`config.mk`:
```
export PLATFORM = sky130hd
export DESIGN_NAME = serial_adder
export DESIGN_NICKNAME = d
export VERILOG_FILES = /design/src/rtl/serial_adder.sv
export SDC_FILE = /design/constraint.sdc
export NUM_CORES = 1
export LEC_CHECK = 0
export ABC_AREA = 1
export CORE_ASPECT_RATIO = 1.75
export CORE_MARGIN = 5
export CORE_UTILIZATION = 29
export DETAILED_ROUTE_END_ITERATION = 7
export PLACE_DENSITY = 0.59
export SETUP_SLACK_MARGIN = 0.1
export SYNTH_ARGS = -nofsm -noshare
export SYNTH_HDL_FRONTEND = slang
export SYNTH_SLANG_ARGS = --single-unit
```
`constraint.sdc`:
```
create_clock -name clk -period 1.2 [get_ports clk]
set_input_delay 0.36 -clock clk [delete_from_list [all_inputs] [get_ports clk]]
set_output_delay 0.36 -clock clk [all_outputs]
set_load 0.01 [all_outputs]
```
`src/rtl/serial_adder.sv`:
```
// -----------------------------------------------------------------------------
// serial_adder
//
// Bit-serial unsigned adder. Computes {carry, sum} = a + b for two WIDTH-bit
// operands, one bit per clock, LSB first. Each bit is added by two half-adder
// cells plus an OR. A register carries the carry between cycles. The result
// appears WIDTH cycles after a start is accepted. It then holds until the next
// completion.
//
// Ports:
//   clk    in   1      rising-edge clock
//   rst    in   1      asynchronous active-high reset, clears all state
//   start  in   1      begin an addition (accepted in IDLE or DONE only)
//   a, b   in   WIDTH  operands, captured on the accepting edge
//   busy   out  1      addition in progress
//   done   out  1      one-cycle pulse when sum/carry are updated
//   sum    out  WIDTH  registered low WIDTH bits of a+b
//   carry  out  1      registered carry-out of the MSB
// -----------------------------------------------------------------------------
module serial_adder #(
   parameter int WIDTH = 8
) (
   input  logic             clk,
   input  logic             rst,
   input  logic             start,
   input  logic [WIDTH-1:0] a,
   input  logic [WIDTH-1:0] b,
   output logic             busy,
   output logic             done,
   output logic [WIDTH-1:0] sum,
   output logic             carry
);

   localparam int            CW   = $clog2(WIDTH);
   localparam logic [CW-1:0] LAST = CW'(WIDTH - 1);

   typedef enum logic [1:0] {
      IDLE = 2'd0,
      RUN  = 2'd1,
      DONE = 2'd2
   } state_t;

   state_t           state, state_nx;
   logic             accept;
   logic             last;

   logic [WIDTH-1:0] a_sh, b_sh, sum_sh;
   logic             c;
   logic [CW-1:0]    cnt;

   // One full-adder bit built from two half-adder cells and an OR.
   logic h1_s, h1_c, h2_s, h2_c, c_next;

   assign h1_s   = a_sh[0] ^ b_sh[0];
   assign h1_c   = a_sh[0] & b_sh[0];
   assign h2_s   = h1_s ^ c;
   assign h2_c   = h1_s & c;
   assign c_next = h1_c | h2_c;

   assign last = (cnt == LAST);

   // State register
   always_ff @(posedge clk or posedge rst) begin
      if (rst) begin
         state <= IDLE;
      end else begin
         // NOTE: registers use non-blocking assignments. Every flop then
         // samples pre-edge values, whatever order the blocks evaluate in.
         state <= state_nx;
      end
   end

   // Next state and outputs. busy and done decode directly from the state.
   // They are therefore mutually exclusive and go low as soon as reset
   // is asserted.
   always_comb begin
      // NOTE: defaults come first. Then every path assigns every output, and
      // no latch is inferred.
      state_nx = state;
      busy     = 1'b0;
      done     = 1'b0;
      accept   = 1'b0;
      case (state)
         IDLE: begin
            if (start) begin
               accept   = 1'b1;
               state_nx = RUN;
            end
         end
         RUN: begin
            busy = 1'b1;
            if (last) state_nx = DONE;
         end
         DONE: begin
            done     = 1'b1;
            accept   = start;
            state_nx = start ? RUN : IDLE;
         end
         default: state_nx = IDLE;
      endcase
   end

   // Datapath: operand shifters, carry, bit counter, sum shifter, result.
   always_ff @(posedge clk or posedge rst) begin
      if (rst) begin
         // NOTE: every register here is cleared, including the internal
         // shifters. A run cut short by reset leaves no partial result behind.
         a_sh   <= '0;
         b_sh   <= '0;
         sum_sh <= '0;
         c      <= 1'b0;
         cnt    <= '0;
         sum    <= '0;
         carry  <= 1'b0;
      end else if (accept) begin
         a_sh   <= a;
         b_sh   <= b;
         sum_sh <= '0;
         c      <= 1'b0;
         cnt    <= '0;
      end else if (state == RUN) begin
         a_sh   <= {1'b0, a_sh[WIDTH-1:1]};
         b_sh   <= {1'b0, b_sh[WIDTH-1:1]};
         sum_sh <= {h2_s, sum_sh[WIDTH-1:1]};
         c      <= c_next;
         cnt    <= cnt + 1'b1;
         // The final bit goes straight into the output register. The result
         // is then visible on the same edge that enters DONE.
         if (last) begin
            sum   <= {h2_s, sum_sh[WIDTH-1:1]};
            carry <= c_next;
         end
      end
   end

endmodule
```
### Word-level counts from Yosys, hierarchy flattened

Index checks and enable logic that the tools add are counted.

| operators by class | value |
|---|---|
| add/sub/neg operators | 1 |
| $mul | 0 |
| divide/modulo/power cells | 0 |
| magnitude comparators | 0 |
| eq/ne operators | 5 |
| shift operators | 0 |
| muxes and demuxes | 18 |
| bitwise gates (word level) | 6 |
| reduce and logical (&&, ||, !) cells | 4 |

Operators by type and width:

| kind | number |
|---|---|
| 8-bit 2-to-1 mux | 6 |
| 1-bit 2-to-1 mux | 6 |
| 3-bit 2-to-1 mux | 2 |
| 2-bit case mux with 3 select lines | 1 |
| 2-bit 2-to-1 mux | 2 |
| 2-bit != test, second input constant | 2 |
| 3-bit by 1-bit adder with 3-bit output, second input constant | 1 |
| 3-bit == test, second input constant | 1 |
| 3-bit AND reduction | 1 |
| 1-bit bitwise AND | 2 |
| 2-bit by 1-bit == test with 1-bit output, second input constant | 1 |
| 2-bit == test, second input constant | 1 |
| 2-bit logical NOT | 1 |
| 1-bit case mux with 2 select lines | 1 |
| 2-bit AND reduction | 1 |
| 2-bit nonzero test | 1 |
| 1-bit XOR | 2 |
| 1-bit inverter | 1 |
| 1-bit bitwise OR | 1 |

| word-level totals | value |
|---|---|
| register bits after elaboration | 39 |
| bits in latches | 0 |
| memory bits (writable) | 0 |
| bits in read-only memories | 0 |
| input port bits | 19 |
| word-level logic and storage cells | 42 |
| memories kept | 0 |

### Longest topological paths before layout

| logic depth | value |
|---|---|
| depth after elaboration | 5 |
| depth in mapped cells | 6 |
| gate-level depth less buffers | 6 |

### Least setup slack after synthesis

No wires, ideal clock.

| path | value |
|---|---|
| path kind | register -> output |
| from | register state[0] |
| to | output busy |
| arrival time | 0.775 ns |
| setup slack | 0.065 ns |
| stages on the path, launching flop included | 4 |
| path buffers | 1 |
| cell sequence | dfrtp_1 inv_1 nor2_2 buf_2 |

| on the way | value |
|---|---|
| longest elaborated chain between the ends | 2 |

Ends and longest elaborated chain:

| item | RTL line | RTL |
|---|---|---|
| start: declaration | 43 | `state_t state, state_nx;` |
| start signal: assignment | 69 | `state <= state_nx;` |
| 2-bit by 1-bit == test with 1-bit output | 83 | `case (state)` |
| 1-bit 2-to-1 mux | 83 |  |
| end: declaration | 28 | `output logic busy,` |

Every way passes these cells.

### Final worst setup path

| path | value |
|---|---|
| from | register state[1] |
| to | output done |

| on the way | value |
|---|---|
| longest elaborated chain between the ends | 2 |

Ends and longest elaborated chain:

| item | RTL line | RTL |
|---|---|---|
| 2-bit == test | 83 |  |
| 1-bit 2-to-1 mux | 83 |  |
| end: declaration | 29 | `output logic done,` |

Every way passes these cells.

==> run metrics <==
status=complete, but fails checks; failing checks=negative setup slack; Worst-path clk slew=0.08 ns; core area=5299 µm²; Peak VDD IR=0.0009660 V; NetSw=2618 µW; clock tree from TritonCTS=done; Post-Syn Area=1598 µm²; P_int=4369 µW; maximum level of the CTS H-tree=2; Pre-Repair DR Iteration Count=4; hold slack final=0.4494 ns; most frequent cells in the layout=nand2_1 (56), dfrtp_1 (38), nand3_1 (28), buf_4 (21), clkdlybuf4s50_1 (17); first-pass GRT wire length=6.900 mm; pin count of the biggest net entering global routing=39; Critical Path End Type=output port; final wirelength=4.584 mm; Clock Root Buffer=clkbuf_8; mean post-synth cell area=8.828 µm²; Ys Warns=0; clock power share=13.2%; Power Density=2630 nW/µm²; setup ws final=-0.1639 ns; minimum clock period=1.364 ns; initial antenna violation count=0; RSZ-0062 raised after global routing=yes; drt wl/cell=14.06 µm; Final Hold Fails=0; Max-Cap Viols=0; Sw Share=37.47%; I/O Buffers=29; Unique masters post-synth=13; Die Wd=66.11 µm; met2 Track Usage GR=22.03%; Lkg Pwr=0.001297 µW; Fmax=733.2 MHz; CP Class=flip-flop to output port; n_diodes=0; nets@finish=273; vias=1468; RD Place Congestion=0.7276; final setup vio count=31; register area share after synthesis=59.51%; DRC errors left=0; worst hold path type=input pin to asynchronous set/reset pin; Clock Sinks=38; die area=7153 µm²; met1 Resource Use GR=14.46%; Combinational Power Share=54.9%; Iteration-0 DRC Markers=63; Max Slew Vio Count=0; DIE HEIGHT=108.2 µm; Syn Nets=203; global-route usage over all layers=12.91%; Detailed Place HPWL=2.523 mm; final cell count without fillers=326; number of filler cells placed in the layout=487; period utilization=113.7%; vias per inst=4.503; Worst-Margin Slew=0.2326 ns; worst-case reg-to-reg path depth=8; remaining global-route overflow=0; #FFs+latches synth=38; Setup Skew=0.003470 ns; Clk Latency, worst-skew pair=0.29 ns; Layout area overhead=66.25%; Num CTS Buffers=5; most used routing layer=met2; Synth Instances=181; number of global-route vias before repair=1428; max_slew headroom=84.49%; Design Power=6986 µW; Arr. time, crit path=1.00 ns; worst slack, placed=-0.2903 ns; Worst EP required=0.84 ns; most common cell after layout, fill and taps aside=nand2_1; Initial Utilization=30.15%; Cell Count Post-Placement=294; CP Launch Type=flip-flop; post-route ant nets=0; GR Util met3=2.807%; Setup TNS=-1.992 ns; Top-Level Pins=30; # rows=35; clock buffer depth=2; layout cells sized above 1=39.68%; Seq pwr share=31.9%; CP max FO=2
[flip-flops by register name (all words and copies together), names as in the netlist]
signal / cells
carry: 1
state: 2
c: 1
sum_sh: 7
a_sh: 8
cnt: 3
b_sh: 8
sum: 8
[metal layers]
layer  vias up  part of all wire (%)
met4         0                   3.1
li1        726                     -
met3         9                   3.0
met1       705                    38
met2        28                    55
met5         -                     0
[area by class of cell]
class	count	area, µm²	area share, %
well taps	74	92.59	3.486
clock buffers	7	86.33	3.250
inverters	8	33.78	1.272
multi-input cells	129	789.5	29.72
flip-flops and latches	38	950.9	35.80
repair buffers	69	698.2	26.28
clock inverters	1	5.005	0.1884
[synth_stat cells, drive strengths merged]
cell     n  share of area (%)
ha       2                1.6
o21ai    8                2.5
clkbuf   1               0.23
nor2     4                1.3
fa       1                1.3
nand2   74                 18
buf      7                2.3
nand3   38                 12
dfrtp   38                 60
inv      8                1.9
[repair_timing]
action / in CTS / in global routing
hold buffers: 0 / 0
pin swaps: 6 / 12
gates cloned: 3 / 6
resized for setup: 74 / 49
setup buffers: 6 / 12
endpoints found under the setup margin: 49 / 49
[cells by family (layout without fill, tap and decap cells)]
family | count (synthesis) | in the layout | share of synthesized area, %
simple gates | 116 | 118 | 30.70
flops | 38 | 38 | 59.51
buf+inv | 16 | 85 | 4.464
compound gates | 8 | 8 | 2.506
fa+ha+maj | 3 | 3 | 2.819
[critical path: stages (launching register included)]
cell     delay, ns
dfrtp_1       0.41
inv_2         0.07
nor2_2        0.09
buf_2         0.14
[power groups by stage]
stage / registers, µW / logic, µW / clock network, µW
final: 2230 / 3840 / 921
after CTS: 2190 / 2780 / 934
after floorplan: 2220 / 1280 / 0
after detailed placement: 2200 / 2320 / 0
after global placement: 2190 / 2270 / 0
after global routing: 2300 / 4180 / 983
[stage by stage]
stage / instance area [µm²] / utilization (%)
finish: 2656 / 50.13
global route: 2656 / 50.13
CTS: 2320 / 43.78
detailed placement: 2101 / 39.65
global placement: 2101 / 39.65
floorplan: 1618 / -
[path summary, 6_finish.rpt]
kind	start	endpoint	slack, ns
worst max register to register	state[0]	sum[2]	-0.09
max in group asynchronous	rst	a_sh[2]	0.55
worst max-delay path	state[1]	done	-0.16
worst min register to register	sum_sh[2]	sum[1]	0.48
worst min-delay path	rst	sum[1]	0.45
min in group clk	sum_sh[2]	sum[1]	0.48
Note: power is estimated with default switching activity, not from simulation.
